$ cat config.mk
export PLATFORM = sky130hd
export DESIGN_NAME = wb_dcache_controller
export DESIGN_NICKNAME = d
export VERILOG_FILES = /design/src/rtl/cache_defs.sv /design/src/rtl/wb_dcache_controller.sv
export SDC_FILE = /design/constraint.sdc
export NUM_CORES = 1
export LEC_CHECK = 0
export ABC_CLOCK_PERIOD_IN_PS = 3380
export CELL_PAD_IN_SITES_DETAIL_PLACEMENT = 0
export CELL_PAD_IN_SITES_GLOBAL_PLACEMENT = 1
export CORE_UTILIZATION = 30
export DETAILED_ROUTE_END_ITERATION = 10
export PLACE_DENSITY_LB_ADDON = 0.2
export SYNTH_ARGS = -nofsm -noshare
export SYNTH_HDL_FRONTEND = slang
export SYNTH_SLANG_ARGS = --single-unit
$ cat constraint.sdc
create_clock -name clk -period 3.38 [get_ports clk]
set_input_delay 0.676 -clock clk [delete_from_list [all_inputs] [get_ports clk]]
set_output_delay 0.676 -clock clk [all_outputs]
set_load 0.01 [all_outputs]
$ cat src/rtl/cache_defs.sv
// Shared data-cache definitions: default index width and the write-back
// controller state encoding.
package cache_defs;

  localparam int unsigned DCACHE_IDX_BITS = 6;

  typedef enum logic [3:0] {
    IDLE,
    CHECK,
    WRBACK,
    ALLOC,
    REFILL_RD,
    FLUSH_RD,
    FLUSH_CHECK,
    FLUSH_WRB,
    FLUSH_CLEAN,
    FLUSH_NEXT,
    FLUSH_DONE
  } type_wb_dcache_states_e;

endpackage

$ cat src/rtl/wb_dcache_controller.sv
// Write-back data-cache controller: sequences hit/miss handling with victim
// writeback and refill, and a full-cache flush walk driven by an evict counter.
module wb_dcache_controller #(
  parameter int unsigned DCACHE_IDX_BITS = cache_defs::DCACHE_IDX_BITS
) (
  input  logic                       clk,
  input  logic                       rst,
  input  logic                       lsummu2dcache_req_i,
  input  logic                       lsummu2dcache_wr_i,
  output logic                       dcache2lsummu_ack_o,
  input  logic                       dcache_flush_i,
  output logic                       dcache_flush_ack_o,
  input  logic                       cache_hit_i,
  input  logic                       cache_evict_req_i,
  output logic                       cache_req_o,
  output logic                       cache_wr_o,
  output logic                       cache_line_wr_o,
  output logic                       cache_line_clean_o,
  output logic                       cache_wrb_req_o,
  output logic                       dcache_flush_o,
  output logic [DCACHE_IDX_BITS-1:0] evict_index_o,
  output logic                       dcache2mem_req_o,
  output logic                       dcache2mem_wr_o,
  input  logic                       mem2dcache_ack_i
);

  import cache_defs::*;

  localparam logic [DCACHE_IDX_BITS-1:0] LAST_IDX = '1;

  type_wb_dcache_states_e      state_q, state_d;
  logic [DCACHE_IDX_BITS-1:0]  evict_cnt_q, evict_cnt_d;
  logic                        wr_q, wr_d;

  // State, flush line counter and captured access direction.
  always_ff @(posedge clk) begin
    if (rst) begin
      state_q     <= IDLE;
      evict_cnt_q <= '0;
      wr_q        <= 1'b0;
    end else begin
      state_q     <= state_d;
      evict_cnt_q <= evict_cnt_d;
      wr_q        <= wr_d;
    end
  end

  // Next state and output decode; everything is held low while rst is high.
  always_comb begin
    state_d             = state_q;
    evict_cnt_d         = evict_cnt_q;
    wr_d                = wr_q;
    dcache2lsummu_ack_o = 1'b0;
    dcache_flush_ack_o  = 1'b0;
    cache_req_o         = 1'b0;
    cache_wr_o          = 1'b0;
    cache_line_wr_o     = 1'b0;
    cache_line_clean_o  = 1'b0;
    cache_wrb_req_o     = 1'b0;
    dcache_flush_o      = 1'b0;
    evict_index_o       = '0;
    dcache2mem_req_o    = 1'b0;
    dcache2mem_wr_o     = 1'b0;

    if (!rst) begin
      evict_index_o = evict_cnt_q;
      unique case (state_q)
        IDLE: begin
          if (dcache_flush_i) begin
            evict_cnt_d = '0;
            state_d     = FLUSH_RD;
          end else if (lsummu2dcache_req_i) begin
            cache_req_o = 1'b1;
            wr_d        = lsummu2dcache_wr_i;
            state_d     = CHECK;
          end
        end
        CHECK: begin
          // The store direction is latched so a dropped request still completes.
          if (cache_hit_i) begin
            dcache2lsummu_ack_o = 1'b1;
            cache_wr_o          = wr_q;
            state_d             = IDLE;
          end else if (cache_evict_req_i) begin
            state_d = WRBACK;
          end else begin
            state_d = ALLOC;
          end
        end
        WRBACK: begin
          cache_wrb_req_o  = 1'b1;
          dcache2mem_req_o = 1'b1;
          dcache2mem_wr_o  = 1'b1;
          if (mem2dcache_ack_i) state_d = ALLOC;
        end
        ALLOC: begin
          dcache2mem_req_o = 1'b1;
          if (mem2dcache_ack_i) begin
            cache_line_wr_o = 1'b1;
            state_d         = REFILL_RD;
          end
        end
        REFILL_RD: begin
          cache_req_o = 1'b1;
          state_d     = CHECK;
        end
        FLUSH_RD: begin
          dcache_flush_o = 1'b1;
          cache_req_o    = 1'b1;
          state_d        = FLUSH_CHECK;
        end
        FLUSH_CHECK: begin
          dcache_flush_o = 1'b1;
          state_d        = cache_evict_req_i ? FLUSH_WRB : FLUSH_NEXT;
        end
        FLUSH_WRB: begin
          dcache_flush_o   = 1'b1;
          cache_wrb_req_o  = 1'b1;
          dcache2mem_req_o = 1'b1;
          dcache2mem_wr_o  = 1'b1;
          if (mem2dcache_ack_i) state_d = FLUSH_CLEAN;
        end
        FLUSH_CLEAN: begin
          dcache_flush_o     = 1'b1;
          cache_line_clean_o = 1'b1;
          state_d            = FLUSH_NEXT;
        end
        FLUSH_NEXT: begin
          if (evict_cnt_q == LAST_IDX) begin
            state_d = FLUSH_DONE;
          end else begin
            evict_cnt_d = evict_cnt_q + DCACHE_IDX_BITS'(1);
            state_d     = FLUSH_RD;
          end
        end
        FLUSH_DONE: begin
          dcache_flush_ack_o = 1'b1;
          state_d            = IDLE;
        end
        default: state_d = IDLE;
      endcase
    end
  end

endmodule

---- After elaboration in Yosys (flattened, before gate mapping) ----
Index checks and enable logic that the tools add are counted.
storage, ports and cells
  flip-flop bits (word level) ............. 11
  bits of input ports ..................... 8
  output and inout bits ................... 16
  word-level logic and storage cells ...... 68
cells by class
  add/sub/neg operators ................... 1
  equality and inequality tests ........... 17
  mux-type cells .......................... 37
  bitwise operators ....................... 1
  reduce and logical (&&, ||, !) cells .... 9
operators with widths
  kind                   number
  $pmux W4 S10           1
  $mux W4                7
  $mux W1                23
  $mux W6                3
  $eq A4 B3 Y1 const B   4
  $eq A4 B4 Y1 const B   3
  $pmux W6 S2            1
  $ne A2 B2 Y1 const B   5
  $eq A4 B2 Y1 const B   2
  $add A6 B1 Y6 const B  1
  $eq A6 B6 Y1 const B   1
  $reduce_and A3 Y1      2
  $eq A4 B1 Y1 const B   1
  $logic_not A4 Y1       1
  $reduce_and A4 Y1      1
  $reduce_or A2 Y1       2
  $reduce_or A4 Y1       1
  $ne A3 B3 Y1 const B   1
  $reduce_or A3 Y1       1
  $mux W2                1
  $pmux W1 S2            1
  $reduce_bool A2 Y1     1
  $not A1 Y1             1

---- Logic depth before layout (Yosys ltp) ----
Gate-level depths: netlist of run 1.
  depth in word-level cells ............... 4
  mapped depth ............................ 5
  depth with buffers taken out ............ 4

---- Worst setup path after synthesis of run 1 ----
OpenSTA, ideal clock, no wires.
  path type ............................... input -> output
  from .................................... in rst
  to ...................................... out dcache2mem_wr_o
  data arrival time ....................... 1.559 ns
  data required time ...................... 2.704 ns
  setup slack ............................. 1.145 ns
  stages .................................. 3
  buffers on the path ..................... 1
  cells stage by stage .................... nand2b_1 nor4_1 buf_4
on the way
  longest elaborated chain between the ends .. 1
RTL lines
  item                RTL line                    RTL
  start: declaration  wb_dcache_controller.sv:7   input logic rst,
  $mux W1             --
  end: declaration    wb_dcache_controller.sv:23  output logic dcache2mem_wr_o,
Every way passes these cells.

---- Worst setup path after layout of run 1 ----
  from .................................... in rst
  to ...................................... out dcache2mem_req_o
on the way
  longest elaborated chain between the ends .. 1
RTL lines
  item              RTL line                    RTL
  $mux W1           wb_dcache_controller.sv:65  if (!rst) begin
  end: declaration  wb_dcache_controller.sv:22  output logic dcache2mem_req_o,
Every way passes these cells.

==> results.md, run 1 <==
- Status: finished, final reports clean
- Starting Density: 33.0%
- Die width: 55.1 um
- Cell Rows: 18
- Hold-fix buffers at CTS: 0
- Critical path type: in -> out
- Fmax: 338 MHz
- Crit end category: primary output
- VDD IR max: 0.202 mV
- Highest routed layer: met4
- # resized after CTS: 0
- CTS Buf Count: 3
- RSZ-0062 raised after global routing: false
- Setup-failing EPs final: 0
- Met2 WL post-DR: 986 um
- Total GRT Usage: 16.7%
- Largest net degree at the start of global routing: 17
- First-pass GRT wire length: 3.62 mm
- Worst Setup SP: rst
- Crit Path Max Fanout: 3
- Die ar.: 3040 um^2
- CP arrival: 2.28 ns
- Post-layout nets: 142
- Max Transition Viols Final: 0
- Vias per std cell: 5.43
- Seq/Total Area, Yosys: 26.0%
- DPL Wire Length: 1.62 mm
- Unique masters post-synth: 40
- Gpl congestion: 0.772
- Skew final: 0.00228 ns
- Syn nets: 118
- CTS sink cnt: 11
- FF+latch count, synth: 11
- Req. time, crit path: 2.70 ns
- Cell Int Power: 0.255 mW
- P_sw: 0.146 mW
- Diode count: 0
- # Post-CTS Setup Buffers: 0
- DR pass1 iterations: 4
- Syn-to-layout area delta: 33.1%
- Async set or reset register ratio after synthesis: 0%
- Clock Path Buffers: 2
- Sw frac: 36.3%
- DRT Wirelength: 2.18 mm
- Worst-path clk slew: 0.07 ns
- Top FF cell, synth: dfxtp_1
- Io pins: 24
- Avg Inst Size Synth: 7.77 um^2
- CP endpoint: dcache2mem_req_o
- Met3 WL: 117 um
- Slew margin rel.: 65.2%
- Htree depth: 1
- Final hold vios: 0
- Post-route DRC: 0
- Mapped Area: 847 um^2
- TritonCTS clock tree: done
- Hold WC Path Type: reg -> reg
- Reg2reg setup slack: 1.66 ns
- Met1 WL: 1.05 mm
- Logic pwr share: 36.7%
- Post-layout min period: 2.96 ns
- Slew at the pin closest to its max-slew limit: 0.522 ns
- Die Height: 55.1 um
- Clock power share: 23.0%
- Leak pwr: 0.405 nW
- Setup TNS: 0 ns
- Vias in the first global route: 836
- Place WS: 0.415 ns
- # port buffers: 23
- Cells after Synth: 109
- Initial DRC Count: 22
- DRT antenna net count: 0
- Reg2reg start: state_q[3]$_SDFFE_PP0P_
- Core Area: 2570 um^2
- Via count of the routed design: 880
- Sequential share of power: 40.3%
- Tcrit/Tclk final: 87.6%
- Fill count: 284
- Hold path cells: 2
- R2r endpoint: evict_cnt_q[1]$_SDFFE_PP0P_
- Fin area: 1130 um^2
- Number of synthesized flops with an enable pin: 0
- Launching element type of the critical path: input pin
- Clk Latency, worst-skew pair: 0.27 ns
- Share of cells above drive strength 1: 5.30%
- Min setup slack post-route: 0.420 ns
- Synth warn: 0
- Initial antenna violation count: 0
- Cell Pwr Density: 356 nW/um^2
- Routed len/inst: 13.5 um
- FF-to-FF path depth: 4
- Root Buffer: clkbuf_4
- Area post-placement: 1100 um^2
- Max-cap viol count: 0
- Grt ovf: 0
state kept, by name, indices dropped and copies added (netlist names):
register and flops:
evict_cnt_q 6, state_q 4, wr_q 1
cells in the mapped netlist (all sizes together) (2+ instances only):
cell type	number	area, um^2
a211o	2	17.5
a21oi	8	40.0
a22oi	2	15.0
buf	2	12.5
clkbuf	4	16.3
dfxtp	11	220
inv	3	11.3
mux2	2	22.5
mux2i	5	50.1
nand2	9	33.8
nand2b	10	62.6
nand3	2	10.0
nand4	4	25.0
nor2	8	30.0
nor2b	10	62.6
nor3	2	10.0
nor4	2	12.5
o21bai	2	15.0
or3	2	12.5
power groups by stage:
stage                     Combinational (mW)  Sequential (mW)  Clock [mW]
after floorplan                        0.111            0.149           0
after global placement                 0.147            0.164           0
after detailed placement               0.147            0.164           0
after CTS                              0.148            0.161      0.0955
after global routing                   0.165            0.164       0.104
final                                  0.147            0.162      0.0924
placed cells by master (no fill, tap or decap), types with 2 or more instances in the layout:
cell / synthesis / final
a211o_1: 2 / 2
a21oi_1: 8 / 8
a22oi_1: 2 / 2
buf_4: 1 / 2
clkbuf_4: 0 / 3
clkdlybuf4s50_1: 0 / 23
dfxtp_1: 11 / 11
inv_1: 3 / 3
mux2_1: 2 / 2
mux2i_1: 5 / 5
nand2_1: 9 / 9
nand2b_1: 10 / 10
nand3_1: 2 / 2
nand4_1: 4 / 4
nor2_1: 8 / 8
nor2b_1: 10 / 10
nor3_1: 2 / 2
nor4_1: 2 / 2
o21bai_1: 2 / 2
or3_1: 2 / 2
logic make-up (layout without fill, tap and decap cells):
| group | after synthesis | in the layout | synth area share, % |
|---|---|---|---|
| DFF | 11 | 11 | 26.0 |
| xor gates and xnor gates | 1 | 1 | 1.03 |
| buffers and inverters | 9 | 32 | 4.73 |
| muxes | 7 | 7 | 8.57 |
| and+or+nand+nor | 56 | 56 | 37.7 |
| adders and majority gates | 1 | 1 | 1.48 |
| AOI/OAI and AO/OA | 24 | 24 | 20.5 |
layout make-up:
class                           instances  area (um^2)  area share [%]
Multi-Input combinational cell         89          587            52.1
Clock buffer                            4         26.3            2.33
Tap cell                               30         37.5            3.33
Sequential cell                        11          220            19.5
Timing Repair Buffer                   25          245            21.8
Inverter                                3         11.3           0.999
worst min path at each step:
stage / to / from
6_report: wr_q$_SDFFE_PP0P_ / wr_q$_SDFFE_PP0P_
3_5_place_dp: wr_q$_SDFFE_PP0P_ / wr_q$_SDFFE_PP0P_
2_1_floorplan: evict_cnt_q[4]$_SDFFE_PP0P_ / evict_cnt_q[4]$_SDFFE_PP0P_
3_3_place_gp: evict_cnt_q[4]$_SDFFE_PP0P_ / evict_cnt_q[4]$_SDFFE_PP0P_
5_1_grt: evict_cnt_q[4]$_SDFFE_PP0P_ / evict_cnt_q[4]$_SDFFE_PP0P_
4_1_cts: evict_cnt_q[4]$_SDFFE_PP0P_ / evict_cnt_q[4]$_SDFFE_PP0P_
metrics by stage:
stage	hold WS [ns]	cells	total power, mW	util (%)
5_1_grt	0.531	162	0.432	43.9
2_1_floorplan	0.452	109	0.260	-
4_1_cts	0.503	162	0.404	43.9
3_5_place_dp	0.488	158	0.311	42.9
6_report	0.494	162	0.401	43.9
3_3_place_gp	0.471	158	0.311	42.9
per-layer routing:
metal	track usage, %	vias to the layer above
met5	0	-
met4	6.25	0
met3	4.37	4
met2	26.1	24
met1	21.7	408
li1	-	444
worst max-delay path, cell delays in order:
cell,delay [ns]
clkdlybuf4s50_1,0.42
nand2b_1,0.18
or3_1,0.41
inv_1,0.07
clkdlybuf4s50_1,0.52
Power figures use the tool's default switching activity.
==> run 2, diff against run 1 <==
- CORE_MARGIN: default -> 8
==> results.md, run 2 (synthesis results as in run 1) <==
- Crit end category: primary output
- Multi-input logic area: 587 um^2
- Status: finished, final reports clean
- # resized after CTS: 0
- Reg with most FFs: evict_cnt_q
- Grt ovf: 0
- Post-layout nets: 141
- Setup-failing EPs final: 0
- Area post-placement: 1090 um^2
- Core Area: 2710 um^2
- Starting Density: 31.3%
- Die width: 69.1 um
- Reg2reg setup slack: 1.63 ns
- Total GRT Usage: 10.0%
- Via count of the routed design: 871
- Hold_sp: evict_cnt_q[4]$_SDFFE_PP0P_
- Initial antenna violation count: 0
- Vias in the first global route: 871
- Fill count: 294
- Htree depth: 1
- Max reg flops: 6
- Most common cell after layout, fill and taps aside: clkdlybuf4s50_1
- Routed len/inst: 14.8 um
- RSZ-0062 raised after global routing: false
- First-pass GRT wire length: 4.13 mm
- CTS sink cnt: 11
- Post-Place Cells: 158
- Syn-to-layout area delta: 32.3%
- VDD IR max: 0.190 mV
- TritonCTS clock tree: done
- DRT antenna net count: 0
- Final hold vios: 0
- DPL Wire Length: 1.81 mm
- Die Height: 69.1 um
- Initial DRC Count: 90
- Vias per std cell: 5.38
- Critical path type: in -> out
- DR pass1 iterations: 4
- Max Transition Viols Final: 0
- Min setup slack post-route: 0.369 ns
- Setup TNS: 0 ns
- Most frequent cells in the layout: 23 x clkdlybuf4s50_1, 11 x dfxtp_1, 10 x nor2b_1, 10 x nand2b_1, 9 x nand2_1
- CTS Buf Count: 3
- Root Buffer: clkbuf_4
- Final core utilization: 41.4%
- Post-route DRC: 0
- Diode count: 0
- Worst-path clk slew: 0.08 ns
- Share of cells above drive strength 1: 4.58%
- # port buffers: 23
- Reg area: 220 um^2
- Req. time, crit path: 2.70 ns
- Launching element type of the critical path: input pin
- Cell Pwr Density: 358 nW/um^2
- DRT Wirelength: 2.40 mm
- Slew at the pin closest to its max-slew limit: 0.570 ns
- Die ar.: 4780 um^2
- Fmax: 332 MHz
- Gpl congestion: 0.794
- # Post-CTS Setup Buffers: 0
- Hold-fix buffers at CTS: 0
- Hold WC Path Type: reg -> reg
- Tcrit/Tclk final: 89.1%
- Fin area: 1120 um^2
- CP arrival: 2.33 ns
- Cell Rows: 19
- Slew margin rel.: 62.0%
- Skew final: 0.000465 ns
- Biggest regs: evict_cnt_q: 6 flops, state_q: 4 flops, wr_q: 1 flops
- Clk Latency, worst-skew pair: 0.27 ns
- Place WS: 0.366 ns
- Clock Path Buffers: 2
- Io pins: 24
- Worst Setup SP: rst
- Reg2reg start: state_q[0]$_SDFFE_PP0P_
- Final std cells w/o fill: 162
- Largest net degree at the start of global routing: 17
- Post-layout min period: 3.01 ns
- Crit Path Max Fanout: 3
- Leak pwr: 0.400 nW
- Max-cap viol count: 0
run 2: cell types whose count changed in the layout (fill, tap and decap cells not counted):
cell | previous run | this run
buf_4 | 2 | 1
run 2: where the power goes:
part	internal [mW]	switching (mW)	total, mW
clock network	0.0457	0.0491	0.0948
logic	0.0675	0.0686	0.136
registers	0.139	0.0314	0.170
run 2: routing by layer:
| layer | global-route usage (%) | up-vias | share of wire (%) |
|---|---|---|---|
| met5 | 0 | - | 0 |
| met4 | 4.10 | 0 | 0.96 |
| met3 | 3.43 | 4 | 5.6 |
| met2 | 15.0 | 22 | 43 |
| met1 | 12.7 | 408 | 50 |
| li1 | - | 437 | - |
run 2: layout make-up:
class	count	share of cell area, %
timing repair buffer	24	21.2
sequential	11	19.6
multi-input combinational	89	52.3
clock buffer	4	2.34
tap	31	3.46
inverter	3	1.00
run 2: final timing paths:
path         cells past startpoint                           to
max reg2reg                      4  evict_cnt_q[0]$_SDFFE_PP0P_
max                              5             dcache2mem_req_o
min                              2  evict_cnt_q[4]$_SDFFE_PP0P_
min reg2reg                      2  evict_cnt_q[4]$_SDFFE_PP0P_
run 2: critical path, stage by stage:
cell             delay [ns]
clkdlybuf4s50_1        0.45
nand2b_1               0.20
or3_1                  0.41
inv_1                  0.06
clkdlybuf4s50_1        0.53
run 2: per-stage QoR:
stage / total power [mW] / hold WS, ns
after floorplan: 0.260 / 0.452
after global placement: 0.306 / 0.466
after detailed placement: 0.307 / 0.480
after CTS: 0.405 / 0.493
after global routing: 0.428 / 0.518
final: 0.401 / 0.494
